==> src/rtl/ad_jesd204_tx_pkg.sv <==
// Shared constants and state encoding for the JESD204B (L=4, M=2, F=1, S=1) transmit framer.
package ad_jesd204_tx_pkg;

    localparam int LANE_BITS    = 32;
    localparam int OCTET_BITS   = 8;
    localparam int NUM_LANES    = 4;
    localparam int NUM_FRAMES   = 4;
    localparam int NUM_CHANNELS = 2;
    localparam int SAMPLE_BITS  = 16;
    localparam int DATA_W       = NUM_LANES * LANE_BITS;
    localparam int UF_CNT_W     = 16;

    typedef enum logic [1:0] {
        ST_IDLE = 2'd0,
        ST_FILL = 2'd1,
        ST_RUN  = 2'd2
    } state_e;

endpackage

==> src/rtl/ad_jesd204_tx_fifo.sv <==
// Synchronous FIFO with flush. The head word is presented combinationally on rdata.
module ad_jesd204_tx_fifo #(
    parameter int DEPTH = 4,
    parameter int WIDTH = 128
) (
    input  logic                     clk,
    input  logic                     rst,
    input  logic                     flush,
    input  logic                     push,
    input  logic                     pop,
    input  logic [WIDTH-1:0]         wdata,
    output logic [WIDTH-1:0]         rdata,
    output logic [$clog2(DEPTH):0]   count,
    output logic                     full,
    output logic                     empty
);

    localparam int AW = $clog2(DEPTH);
    localparam int CW = AW + 1;
    localparam logic [CW-1:0] FULL_CNT = CW'(DEPTH);

    logic [WIDTH-1:0] mem_q [DEPTH];
    logic [AW-1:0]    wr_ptr_q, wr_ptr_d;
    logic [AW-1:0]    rd_ptr_q, rd_ptr_d;
    logic [CW-1:0]    count_q, count_d;

    always_comb begin
        wr_ptr_d = wr_ptr_q;
        rd_ptr_d = rd_ptr_q;
        count_d  = count_q;
        if (flush) begin
            wr_ptr_d = '0;
            rd_ptr_d = '0;
            count_d  = '0;
        end else begin
            // Power-of-two depth: pointers wrap naturally.
            if (push) wr_ptr_d = wr_ptr_q + AW'(1);
            if (pop)  rd_ptr_d = rd_ptr_q + AW'(1);
            case ({push, pop})
                2'b10:   count_d = count_q + CW'(1);
                2'b01:   count_d = count_q - CW'(1);
                default: count_d = count_q;
            endcase
        end
    end

    always_ff @(posedge clk) begin
        if (rst) begin
            wr_ptr_q <= '0;
            rd_ptr_q <= '0;
            count_q  <= '0;
        end else begin
            wr_ptr_q <= wr_ptr_d;
            rd_ptr_q <= rd_ptr_d;
            count_q  <= count_d;
        end
    end

    always_ff @(posedge clk) begin
        if (push && !flush) mem_q[wr_ptr_q] <= wdata;
    end

    assign rdata = mem_q[rd_ptr_q];
    assign count = count_q;
    assign full  = (count_q == FULL_CNT);
    assign empty = (count_q == '0);

endmodule

==> src/rtl/ad_jesd204_tx_framer.sv <==
// Transport framer: buffers raw DMA sample words and maps them onto 4 lanes on the pop path,
// with IDLE/FILL/RUN streaming control and sticky underflow reporting.
module ad_jesd204_tx_framer
    import ad_jesd204_tx_pkg::*;
#(
    parameter int CHANNEL_WIDTH = 14,
    parameter int DATA_FORMAT   = 0,
    parameter int FIFO_DEPTH    = 4,
    parameter int FILL_LEVEL    = 2
) (
    input  logic          tx_clk,
    input  logic          tx_rst,
    input  logic          enable,
    input  logic          dac_enable_0,
    input  logic          dac_enable_1,
    input  logic          dac_valid,
    output logic          dac_ready,
    input  logic [63:0]   dac_data_0,
    input  logic [63:0]   dac_data_1,
    output logic          tx_valid,
    input  logic          tx_ready,
    output logic [127:0]  tx_data,
    output logic          status_underflow,
    input  logic          status_underflow_clr,
    output logic [15:0]   underflow_count
);

    localparam int CNT_W = $clog2(FIFO_DEPTH) + 1;
    localparam logic [CNT_W-1:0]       FILL_CNT  = CNT_W'(FILL_LEVEL);
    localparam logic [SAMPLE_BITS-1:0] KEEP_MASK = 16'hFFFF << (SAMPLE_BITS - CHANNEL_WIDTH);
    localparam logic [SAMPLE_BITS-1:0] FMT_MASK  = (DATA_FORMAT != 0) ? 16'h8000 : 16'h0000;

    state_e                state_q, state_d;
    logic                  tx_valid_q, tx_valid_d;
    logic [DATA_W-1:0]     tx_data_q, tx_data_d;
    logic                  uf_flag_q, uf_flag_d;
    logic [UF_CNT_W-1:0]   uf_cnt_q, uf_cnt_d;

    logic [CNT_W-1:0]      fifo_count;
    logic                  fifo_full, fifo_empty, fifo_flush;
    logic [DATA_W-1:0]     fifo_head, mapped;
    logic                  push, pop, run_beat, underflow;
    logic [NUM_CHANNELS-1:0] ch_en;

    assign ch_en      = {dac_enable_1, dac_enable_0};
    assign dac_ready  = (state_q != ST_IDLE) && !fifo_full;
    assign push       = dac_valid && dac_ready;
    assign run_beat   = enable && (state_q == ST_RUN) && tx_ready;
    assign pop        = run_beat && !fifo_empty;
    assign underflow  = run_beat && fifo_empty;
    assign fifo_flush = !enable || (state_q == ST_IDLE);

    ad_jesd204_tx_fifo #(
        .DEPTH (FIFO_DEPTH),
        .WIDTH (DATA_W)
    ) u_fifo (
        .clk   (tx_clk),
        .rst   (tx_rst),
        .flush (fifo_flush),
        .push  (push),
        .pop   (pop),
        .wdata ({dac_data_1, dac_data_0}),
        .rdata (fifo_head),
        .count (fifo_count),
        .full  (fifo_full),
        .empty (fifo_empty)
    );

    // Channel c, frame f: MSB octet to lane 2c, LSB octet to lane 2c+1, both at octet slot f.
    for (genvar c = 0; c < NUM_CHANNELS; c++) begin : g_ch
        for (genvar f = 0; f < NUM_FRAMES; f++) begin : g_fr
            logic [SAMPLE_BITS-1:0] smp;
            assign smp = ch_en[c]
                ? ((fifo_head[c*64 + f*SAMPLE_BITS +: SAMPLE_BITS] & KEEP_MASK) ^ FMT_MASK)
                : '0;
            assign mapped[(2*c)*LANE_BITS   + f*OCTET_BITS +: OCTET_BITS] = smp[15:8];
            assign mapped[(2*c+1)*LANE_BITS + f*OCTET_BITS +: OCTET_BITS] = smp[7:0];
        end
    end

    always_comb begin
        state_d   = state_q;
        tx_data_d = tx_data_q;
        uf_flag_d = uf_flag_q;
        uf_cnt_d  = uf_cnt_q;

        if (!enable) begin
            state_d = ST_IDLE;
        end else begin
            case (state_q)
                ST_IDLE: state_d = ST_FILL;
                ST_FILL: if (fifo_count >= FILL_CNT) state_d = ST_RUN;
                ST_RUN:  if (underflow) state_d = ST_FILL;
                default: state_d = ST_IDLE;
            endcase
        end

        // Outside RUN the stream carries zeros; in RUN data only moves on tx_ready.
        if (!enable || state_q != ST_RUN) tx_data_d = '0;
        else if (pop)                     tx_data_d = mapped;
        else if (underflow)               tx_data_d = '0;

        tx_valid_d = (state_d != ST_IDLE);

        if (status_underflow_clr) begin
            uf_flag_d = 1'b0;
            uf_cnt_d  = '0;
        end
        if (underflow) begin
            uf_flag_d = 1'b1;
            if (status_underflow_clr) uf_cnt_d = UF_CNT_W'(1);
            else if (uf_cnt_q != '1)  uf_cnt_d = uf_cnt_q + UF_CNT_W'(1);
        end
    end

    always_ff @(posedge tx_clk) begin
        if (tx_rst) begin
            state_q    <= ST_IDLE;
            tx_valid_q <= 1'b0;
            tx_data_q  <= '0;
            uf_flag_q  <= 1'b0;
            uf_cnt_q   <= '0;
        end else begin
            state_q    <= state_d;
            tx_valid_q <= tx_valid_d;
            tx_data_q  <= tx_data_d;
            uf_flag_q  <= uf_flag_d;
            uf_cnt_q   <= uf_cnt_d;
        end
    end

    assign tx_valid         = tx_valid_q;
    assign tx_data          = tx_data_q;
    assign status_underflow = uf_flag_q;
    assign underflow_count  = uf_cnt_q;

endmodule

==> config.mk <==
export PLATFORM = sky130hd
export DESIGN_NAME = ad_jesd204_tx_framer
export DESIGN_NICKNAME = d
export VERILOG_FILES = /design/src/rtl/ad_jesd204_tx_pkg.sv /design/src/rtl/ad_jesd204_tx_fifo.sv /design/src/rtl/ad_jesd204_tx_framer.sv
export SDC_FILE = /design/constraint.sdc
export NUM_CORES = 1
export LEC_CHECK = 0
export CORE_UTILIZATION = 50
export CTS_BUF_LIST = sky130_fd_sc_hd__clkbuf_4 sky130_fd_sc_hd__clkbuf_8
export DETAILED_ROUTE_END_ITERATION = 8
export PLACE_DENSITY = 0.77
export SETUP_SLACK_MARGIN = 0.4
export SYNTH_ARGS = -nofsm -noshare
export SYNTH_HDL_FRONTEND = slang
export SYNTH_HIERARCHICAL = 1
export SYNTH_SLANG_ARGS = --single-unit
==> constraint.sdc <==
create_clock -name tx_clk -period 6.38 [get_ports tx_clk]
set_clock_uncertainty 0.05 [all_clocks]
set_input_delay 1.276 -clock tx_clk [delete_from_list [all_inputs] [get_ports tx_clk]]
set_output_delay 1.276 -clock tx_clk [all_outputs]
set_load 0.02 [all_outputs]
==> results by group, run 1 <==
Critical path
  – CP max stage delay: between 0.6 and 0.7 ns
  – Critical path depth in cells: 4
  – CP delay by family, top: buffers and inverters
  – RR Endpoint: u_fifo/mem_q[0][61]$_DFFE_PP_
  – Crit path buffers/inverters: 2
  – CP Launch Type: flip-flop
  – Reg-to-reg setup timing slack: roughly 3.5 ns
  – WP data arrival: between 2 and 2.5 ns
  – Setup crit start: u_fifo/count[0]$_SDFFE_PP0P_
  – R2r startpoint: u_fifo/count[0]$_SDFFE_PP0P_
  – Crit Path Category: reg -> out
  – CP max stage cell: clkdlybuf4s50_1
  – Crit. End Element: output pin
  – CP Capture Point: dac_ready
  – CP Max Fanout: 3
  – Worst EP required: a little over 5 ns
  – Critical path cell sequence: inv_1 -> and3_1 -> nor2_1 -> clkdlybuf4s50_1
  – Register-to-Register Path Depth: 8

Power
  – Peak supply drop: around 0.25 mV
  – Leakage: between 8 and 9 nW
  – Pwr/cell area: between 200 and 300 nW/um^2

CTS
  – Clock sink count: 589
  – H-tree depth: 3
  – Post-CTS Hold Buffers: 0
  – Clk_lat worst skew: about 0.65 ns
  – Clock tree root buffer cell: clkbuf_8
  – Clk slew on worst S/H paths: 0.06 ns
  – Clk buf depth: 3
  – Number of setup buffers added after CTS: 0
  – CTS buffer count: 93
  – # resized after CTS: 0
  – CTS tree: built

Floorplanning
  – Die Height: ~210 um
  – Initial core utilization: between 50% and 60%
  – # rows: 75
  – IO Pins: 283
  – Die area: around 44000 sq um
  – Core Box Area: 42320 sq um
  – Chip width: about 210 um

Yosys
  – Mapped cell area: around 22000 sq um
  – Mapped Cells: ~1200
  – Yosys warns: 6
  – Average cell area after synthesis: roughly 19 sq um

GRT
  – First-pass GRT wire length: 70.20 mm
  – Tot GR Track Use: a little over a fifth
  – Total global routing overflow: 0
  – Largest net degree at the start of global routing: 107
  – Vias in the first global route: 12360
  – Initial antenna violation count: 2

STA
  – Final Setup Violations: 0
  – Slew @ Worst Pin: approximately 0.96 ns
  – Fmax: ~300 MHz
  – Slew HR: 36.25%
  – Min Tclk post-route: 3.356 ns
  – Final hold violation count: 0
  – Final slew viol count: 0
  – RSZ-0062 raised after global routing: false
  – Hold Slack: ~0.43 ns
  – Tcrit/Tclk final: 52.60%
  – Setup TNS: 0 ns

Place
  – Post-DP HPWL: 25.65 mm
  – Final GP Congestion: about 0.86
  – IO Port Bufs: 250

Drt
  – Final wirelength: approximately 46 mm
  – DR pass1 iterations: 5
  – Vias: roughly 12000
  – Drt drc: 0
  – Via density: around 5.5
  – Drt wl/cell: roughly 22 um
  – Routed Antenna Nets: 0
  – Iteration-0 DRC Markers: between 800 and 900

Run
  – Max Cap Violations: 0

Final layout
  – Nets: ~1600
  – Commonest non-fill, non-tap cell in the layout: edfxtp_1
  – Final core utilization: between 60 and 70%
  – Commonest cells after routing, fill and taps aside: 448 x edfxtp_1, 250 x clkdlybuf4s50_1, 139 x dfxtp_1
  – Share of layout cells above drive strength 1: 20.32%
  – Area growth syn-to-layout: 22.05%

Status
  – Status: completed

Worst hold path
  – Hold Crit Class: reg -> reg
  – Hold path cells: 2
==> power by group <==
group	leakage, nW	internal (mW)	switching, mW
combinational	1.93	0.0720	0.0550
sequential	5.16	4.12	0.00177
clock	1.04	1.82	1.42
total	8.14	6.02	1.47
==> sequential cells by signal (all words and copies together), names as in the netlist, named ones only <==
name / count
u_fifo/mem_q: 448
underflow_count: 16
tx_data: 112
state_q: 2
tx_valid: 1
u_fifo/wr_ptr_q: 2
u_fifo/rd_ptr_q: 2
status_underflow: 1
u_fifo/count: 3
==> layout make-up <==
| cell class | instances | area, sq um |
|---|---|---|
| multi-input combinational | 485 | 4747 |
| sequential | 589 | 16280 |
| fill | 2971 | 15940 |
| clock inverter | 21 | 135.1 |
| tap | 577 | 721.9 |
| clock buffer | 150 | 1795 |
| antenna | 1 | 2.502 |
| timing repair buffer | 268 | 2663 |
| inverter | 8 | 30.03 |
==> worst register-to-register path: stages, from the launching register on <==
cell	delay, ns
dfxtp_1	0.37
inv_1	0.09
and3_1	0.18
nor2_1	0.14
and2_1	0.24
inv_1	0.08
nor2_1	0.24
and2_4	0.27
buf_4	0.71
==> per-layer routing <==
metal	part of all wire, %	GRT usage, %	wire length, um
met1	39	25.97	17930
met2	52	36.41	23620
met3	7.2	5.641	3298
met4	2.1	7.777	954
met5	0.028	0	13
==> metrics by stage <==
step                total power, mW  worst slack [ns]  instances  instance area (sq um)
finish                        7.492             3.024       2099                  26380
global route                  7.746             2.911       2098                  26380
CTS                           7.576             2.941       2098                  26380
global placement              4.325             2.566       1927                  24440
floorplan                     4.237             1.562       1170                  21670
detailed placement            4.333             2.517       1927                  24440
==> how the worst min path moves through the flow <==
stage                                        startpoint                            end  slack, ns
after global placement    status_underflow$_SDFFE_PP0P_  status_underflow$_SDFFE_PP0P_       0.41
after global routing      status_underflow$_SDFFE_PP0P_  status_underflow$_SDFFE_PP0P_       0.45
after detailed placement  status_underflow$_SDFFE_PP0P_  status_underflow$_SDFFE_PP0P_       0.42
after CTS                 status_underflow$_SDFFE_PP0P_  status_underflow$_SDFFE_PP0P_       0.43
final                     status_underflow$_SDFFE_PP0P_  status_underflow$_SDFFE_PP0P_       0.43
after floorplan                   state_q[0]$_SDFF_PP0_            tx_valid$_SDFF_PP0_       0.42
(Power assumes the default switching activity.)
==> run 2: changes to the inputs <==
- PLACE_DENSITY: 0.77 -> 0.79
- clock period: 6.38 -> 2.9 ns (I/O delays scaled with it)
==> results by group, run 2 (synthesized netlist as in run 1, its figures left out) <==
Power
  – Leakage: 8.262 nW (+1.6%)
  – Peak supply drop: 0.5424 mV (+120%)
  – Pwr/cell area: 615.3 nW/um^2 (+120%)

GRT
  – Largest net degree at the start of global routing: 77 (-28%)
  – First-pass GRT wire length: 71.19 mm (+1.4%)
  – Initial antenna violation count: 3 (+1)
  – Vias in the first global route: 12570 (+1.7%)
  – Total global routing overflow: 0 (unchanged)
  – Tot GR Track Use: 21.43% (+0.17 points)

Critical path
  – Critical path depth in cells: 1 (-3)
  – Setup crit start: underflow_count[12]$_SDFF_PP0_
  – CP Max Fanout: 8 (+5)
  – CP max stage cell: clkdlybuf4s50_1
  – RR Endpoint: u_fifo/mem_q[3][78]$_DFFE_PP_
  – Critical path cell sequence: clkdlybuf4s50_1
  – Register-to-Register Path Depth: 8 (unchanged)
  – Crit Path Category: reg -> out
  – WP data arrival: 1.76 ns (-0.27 ns)
  – CP max stage delay: 0.66 ns (+0.04 ns)
  – Crit. End Element: output pin
  – CP delay by family, top: buffers and inverters
  – R2r startpoint: u_fifo/count[0]$_SDFFE_PP0P_
  – Worst EP required: 2.27 ns (-2.78 ns)
  – CP Launch Type: flip-flop
  – Crit path buffers/inverters: 1 (-1)
  – Reg-to-reg setup timing slack: 0.60 ns (-2.92 ns)

Worst hold path
  – Worst hold start: status_underflow$_SDFFE_PP0P_
  – Hold path cells: 2 (unchanged)
  – Hold Crit Class: reg -> reg
  – Worst hold endpoint: status_underflow$_SDFFE_PP0P_

Floorplanning
  – Die Height: 209.9 um (unchanged)
  – Die area: 44060 sq um (unchanged)
  – # rows: 75 (unchanged)
  – Chip width: 209.9 um (unchanged)
  – Initial core utilization: 51.07% (unchanged)
  – Core Box Area: 42320 sq um (unchanged)
  – IO Pins: 283 (unchanged)

CTS
  – Clk slew on worst S/H paths: 0.06 ns (about the same)
  – CTS tree: built
  – Clk_lat worst skew: 0.64 ns (about the same)
  – Clock tree root buffer cell: clkbuf_8
  – Number of setup buffers added after CTS: 0 (unchanged)
  – Clk buf depth: 3 (unchanged)
  – H-tree depth: 3 (unchanged)
  – Clock sink count: 589 (unchanged)
  – CTS buffer count: 93 (unchanged)

Place
  – Placed Area: 24810 sq um (+1.5%)
  – IO Port Bufs: 250 (unchanged)
  – Final GP Congestion: 0.8332 (-3.4%)
  – Post-DP HPWL: 26.40 mm (+2.9%)

Final layout
  – Design area: 26750 sq um (+1.4%)
  – Fill cells: 2973 (+0.067%)
  – Multi-input logic area: 4770 sq um (+0.47%)
  – Share of layout cells above drive strength 1: 21.24% (+0.92 points)
  – Largest register by flop count: u_fifo/mem_q
  – Commonest non-fill, non-tap cell in the layout: edfxtp_1
  – Area growth syn-to-layout: 23.75%
  – Sequential Area: 16280 sq um (unchanged)
  – Nets: 1600 (+0.76%)
  – Commonest cells after routing, fill and taps aside: 448 x edfxtp_1, 249 x clkdlybuf4s50_1, 139 x dfxtp_1
  – Largest register FFs: 448 (unchanged)

STA
  – RSZ-0062 raised after global routing: false
  – Final slew viol count: 0 (unchanged)
  – Setup TNS: 0 ns (unchanged)
  – Final Setup Violations: 0 (unchanged)
  – Tcrit/Tclk final: roughly 80%
  – Final hold violation count: 0 (unchanged)
  – Slew @ Worst Pin: 0.6869 ns (-0.2694 ns)
  – Fmax: roughly 420 MHz
  – Hold Slack: 0.4240 ns (-0.003675 ns)
  – Min Tclk post-route: 2.387 ns
  – Slew HR: 54.21% (+18 points)

Drt
  – Drt drc: 0 (unchanged)
  – DR pass1 iterations: 5 (unchanged)
  – Final wirelength: 45.84 mm (about the same)
  – Drt wl/cell: 21.69 um (-0.62%)
  – Iteration-0 DRC Markers: 776 (-8.7%)
  – Vias: 11690 (+0.66%)
  – Routed Antenna Nets: 0 (unchanged)
  – Via density: 5.534 (about the same)

Run
  – Max Cap Violations: 0 (unchanged)

Status
  – Status: completed
## run 2: cell types whose count changed in the layout (fill, tap and decap cells not counted), moves of 2 or more
cell,change
buf_12,+20
buf_4,-8
nor2_1,-3
clkinv_1,+2
nor2_4,+2
## run 2: per-layer routing
layer	vias to the layer above	GRT usage, %	routed length (um)
met5	-	0	34
met4	4	8.558	1195
met3	88	5.447	3351
met2	434	35.16	22930
met1	5950	27.48	18320
li1	5217	-	-
## run 2: worst max path at each step
| stage | endpoint |
|---|---|
| 3_3_place_gp | u_fifo/count[2]$_SDFFE_PP0P_ |
| 3_5_place_dp | u_fifo/count[2]$_SDFFE_PP0P_ |
| 2_1_floorplan | u_fifo/count[2]$_SDFFE_PP0P_ |
| 5_1_grt | dac_ready |
| 6_report | underflow_count[12] |
| 4_1_cts | underflow_count[12] |
## run 2: per-stage QoR
step / total power [mW] / setup slack [ns] / utilization [%] / instances
2_1_floorplan: 9.322 / 0.3941 / - / 1170
3_3_place_gp: 9.519 / 0.1073 / 58.62 / 1939
3_5_place_dp: 9.536 / 0.05196 / 58.62 / 1939
4_1_cts: 16.63 / 0.4423 / 63.19 / 2112
5_1_grt: 17.05 / 0.4197 / 63.20 / 2113
6_report: 16.46 / 0.5133 / 63.20 / 2113
## run 2: cell type report
class	instances	share of cell area, %
sequential	589	60.88
multi-input combinational	485	17.83
timing repair buffer	280	11.22
clock buffer	151	6.741
tap	577	2.699
clock inverter	22	0.5006
inverter	8	0.1123
antenna	1	0.009356
## run 2: report_power, final
| group | switching, mW | internal, mW | total (mW) |
|---|---|---|---|
| Combinational | 0.123 | 0.160 | 0.283 |
| Sequential | 0.00401 | 9.07 | 9.08 |
| Clock | 3.08 | 4.02 | 7.10 |
## run 2: what timing repair did
item	in CTS	in global routing
hold buffers	0	0
gates resized for setup	1	0
endpoints found under the setup margin	1	0
==> run 3: changes to the inputs <==
- PLACE_DENSITY: 0.79 -> 0.77
- clock period: 2.9 -> 2.4 ns (I/O delays scaled with it)
==> results by group, run 3 (synthesized netlist as in run 1, its figures left out) <==
CTS
  – H-tree depth: 3 (unchanged)
  – Post-CTS Hold Buffers: 0 (unchanged)
  – Clk buf depth: 3 (unchanged)
  – Clock sink count: 589 (unchanged)
  – Clk_lat worst skew: 0.65 ns (about the same)
  – Clk slew on worst S/H paths: 0.06 ns (about the same)
  – CTS buffer count: 94 (+1.1%)
  – CTS tree: built
  – Clock tree root buffer cell: clkbuf_8

Critical path
  – Crit Path Category: reg -> reg
  – CP Max Fanout: 13 (+5)
  – Register-to-Register Path Depth: 11 (+3)
  – Reg-to-reg setup timing slack: 0.31 ns (-0.29 ns)
  – CP Launch Type: flip-flop
  – R2r startpoint: u_fifo/count[0]$_SDFFE_PP0P_
  – Crit. End Element: flip-flop
  – RR Endpoint: u_fifo/mem_q[2][73]$_DFFE_PP_
  – WP data arrival: 2.39 ns (+0.63 ns)
  – Worst EP required: 2.70 ns (+0.43 ns)

STA
  – Fin worst setup slack: 0.3140 ns (-0.1993 ns)
  – Final slew viol count: 0 (unchanged)
  – Min Tclk post-route: about 2.1 ns
  – Tcrit/Tclk final: between 80% and 90%
  – Fmax: between 400 and 500 MHz
  – Final hold violation count: 0 (unchanged)
  – Slew HR: 65.86% (+12 points)
  – Slew @ Worst Pin: 0.5067 ns (-0.1802 ns)
  – RSZ-0062 raised after global routing: true
  – Final Setup Violations: 0 (unchanged)

Place
  – Post-placement setup slack: -0.2555 ns (-0.3075 ns)
  – IO Port Bufs: 250 (unchanged)
  – Final GP Congestion: 0.8400 (+0.82%)
  – Placed Cells: 1992 (+2.7%)
  – Placed Area: 25620 sq um (+3.3%)
  – Post-DP HPWL: 29.48 mm (+12%)

Final layout
  – Largest register FFs: 448 (unchanged)
  – Share of layout cells above drive strength 1: 28.25% (+7.0 points)
  – Finished Layout Cells: 2213 (+4.7%)
  – Final core utilization: 66.68% (+3.5 points)
  – Commonest non-fill, non-tap cell in the layout: edfxtp_1
  – Fill cells: 2776 (-6.6%)
  – Commonest cells after routing, fill and taps aside: 448 x edfxtp_1, 129 x dfxtp_1, 122 x nor2_1
  – Area growth syn-to-layout: 30.57%
  – Design area: 28220 sq um (+5.5%)
  – Nets: 1698 (+6.1%)
  – Largest register by flop count: u_fifo/mem_q
  – Sequential Area: 16300 sq um (+0.11%)
  – Multi-input logic area: 4820 sq um (+1.0%)

Drt
  – Drt wl/cell: 22.55 um (+4.0%)
  – Vias: 12230 (+4.6%)
  – Iteration-0 DRC Markers: 856 (+10%)
  – Routed Antenna Nets: 0 (unchanged)
  – Via density: 5.525 (-0.17%)
  – Drt drc: 0 (unchanged)
  – DR pass1 iterations: 8 (+3)
  – Final wirelength: 49.90 mm (+8.9%)

GRT
  – First-pass GRT wire length: 72.17 mm (+1.4%)
  – Initial antenna violation count: 3 (unchanged)
  – Grt met2 use: 36.14% (+0.99 points)
  – Vias in the first global route: 12660 (+0.77%)
  – GR peak layer: met2
  – Tot GR Track Use: 21.80% (+0.37 points)
  – Largest net degree at the start of global routing: 63 (-18%)
  – Total global routing overflow: 0 (unchanged)
  – Grt met1 use: 27.60% (+0.11 points)
  – Met3 GRT Util: 5.746% (+0.30 points)

Power
  – Peak supply drop: 0.7628 mV (+41%)
  – Pwr/cell area: 705.3 nW/um^2 (+15%)
  – Psw: 3.937 mW (+23%)
  – Internal power: 15.97 mW (+21%)
  – Flop pwr share: 55.1% (about the same)
  – Total chip power: 19.90 mW (+21%)
  – Gate power share: 1.9% (+0.2 points)
  – Clk network pwr share: 43.0% (about the same)
  – Switching share of power: 19.78% (+0.29 points)
  – Leakage: 9.584 nW (+16%)

Floorplanning
  – Initial core utilization: 51.07% (unchanged)
  – # rows: 75 (unchanged)
  – IO Pins: 283 (unchanged)
  – Die area: 44060 sq um (unchanged)
  – Die Height: 209.9 um (unchanged)
  – Chip width: 209.9 um (unchanged)
  – Core Box Area: 42320 sq um (unchanged)

Status
  – Status: completed

Run
  – Max Cap Violations: 0 (unchanged)

Worst hold path
  – Worst hold endpoint: u_fifo/mem_q[3][70]$_DFFE_PP_
  – Hold Crit Class: in -> reg
  – Worst hold start: dac_data_1[6]
  – Hold path cells: 1 (-1)
run 3: worst max-delay path by stage:
stage | to | slack, ns | from | cells past startpoint
after global placement | u_fifo/count[2]$_SDFFE_PP0P_ | -0.21 | enable | 9
after CTS | dac_ready | 0.23 | u_fifo/count[0]$_SDFFE_PP0P_ | 4
after global routing | u_fifo/count[2]$_SDFFE_PP0P_ | 0.24 | state_q[0]$_SDFF_PP0_ | 8
after detailed placement | u_fifo/count[2]$_SDFFE_PP0P_ | -0.26 | tx_ready | 9
after floorplan | u_fifo/count[2]$_SDFFE_PP0P_ | 0.07 | tx_ready | 10
final | u_fifo/mem_q[2][73]$_DFFE_PP_ | 0.31 | u_fifo/count[0]$_SDFFE_PP0P_ | 11
run 3: power by group through the flow:
stage	Clock, mW	Combinational (mW)	Sequential [mW]
after floorplan	0	0.0784	11.2
after global placement	0	0.338	11.2
after detailed placement	0	0.355	11.2
after CTS	8.77	0.361	11.0
after global routing	9.20	0.400	11.0
final	8.56	0.375	11.0
run 3: critical path, stage by stage (launching register included):
cell	delay, ns
dfxtp_2	0.34
inv_2	0.04
and3_4	0.17
nor2_4	0.08
and2_4	0.18
inv_4	0.04
buf_6	0.11
nor2_4	0.13
buf_6	0.11
and2_4	0.19
buf_12	0.18
buf_12	0.17
run 3: final cells by class:
class | instances | area share, %
sequential | 589 | 57.76
multi-input combinational | 485 | 17.08
timing repair buffer | 377 | 15.59
clock buffer | 155 | 6.429
tap | 577 | 2.558
clock inverter | 18 | 0.4256
inverter | 8 | 0.1153
antenna | 4 | 0.03547
run 3: timing repair:
| item | 4_1_cts | 5_1_grt |
|---|---|---|
| pin swaps | 6 | 6 |
| buffers inserted | 10 | 10 |
| resized for setup | 151 | 37 |
| cloned | 0 | 24 |
| hold endpoints to repair | 0 | 0 |
| endpoints found under the setup margin | 145 | 319 |
run 3: per-stage QoR:
stage / hold slack, ns / TNS [ns]
after floorplan: 0.4223 / 0
after global placement: 0.4121 / -1.193
after detailed placement: 0.4248 / -2.295
after CTS: 0.3468 / 0
after global routing: 0.3657 / 0
final: 0.3956 / 0
run 3: routing by layer:
| metal | vias up | part of all wire [%] |
|---|---|---|
| li1 | 5426 | - |
| met1 | 6286 | 40 |
| met2 | 430 | 51 |
| met3 | 84 | 6.5 |
| met4 | 0 | 2.3 |
| met5 | - | 0 |
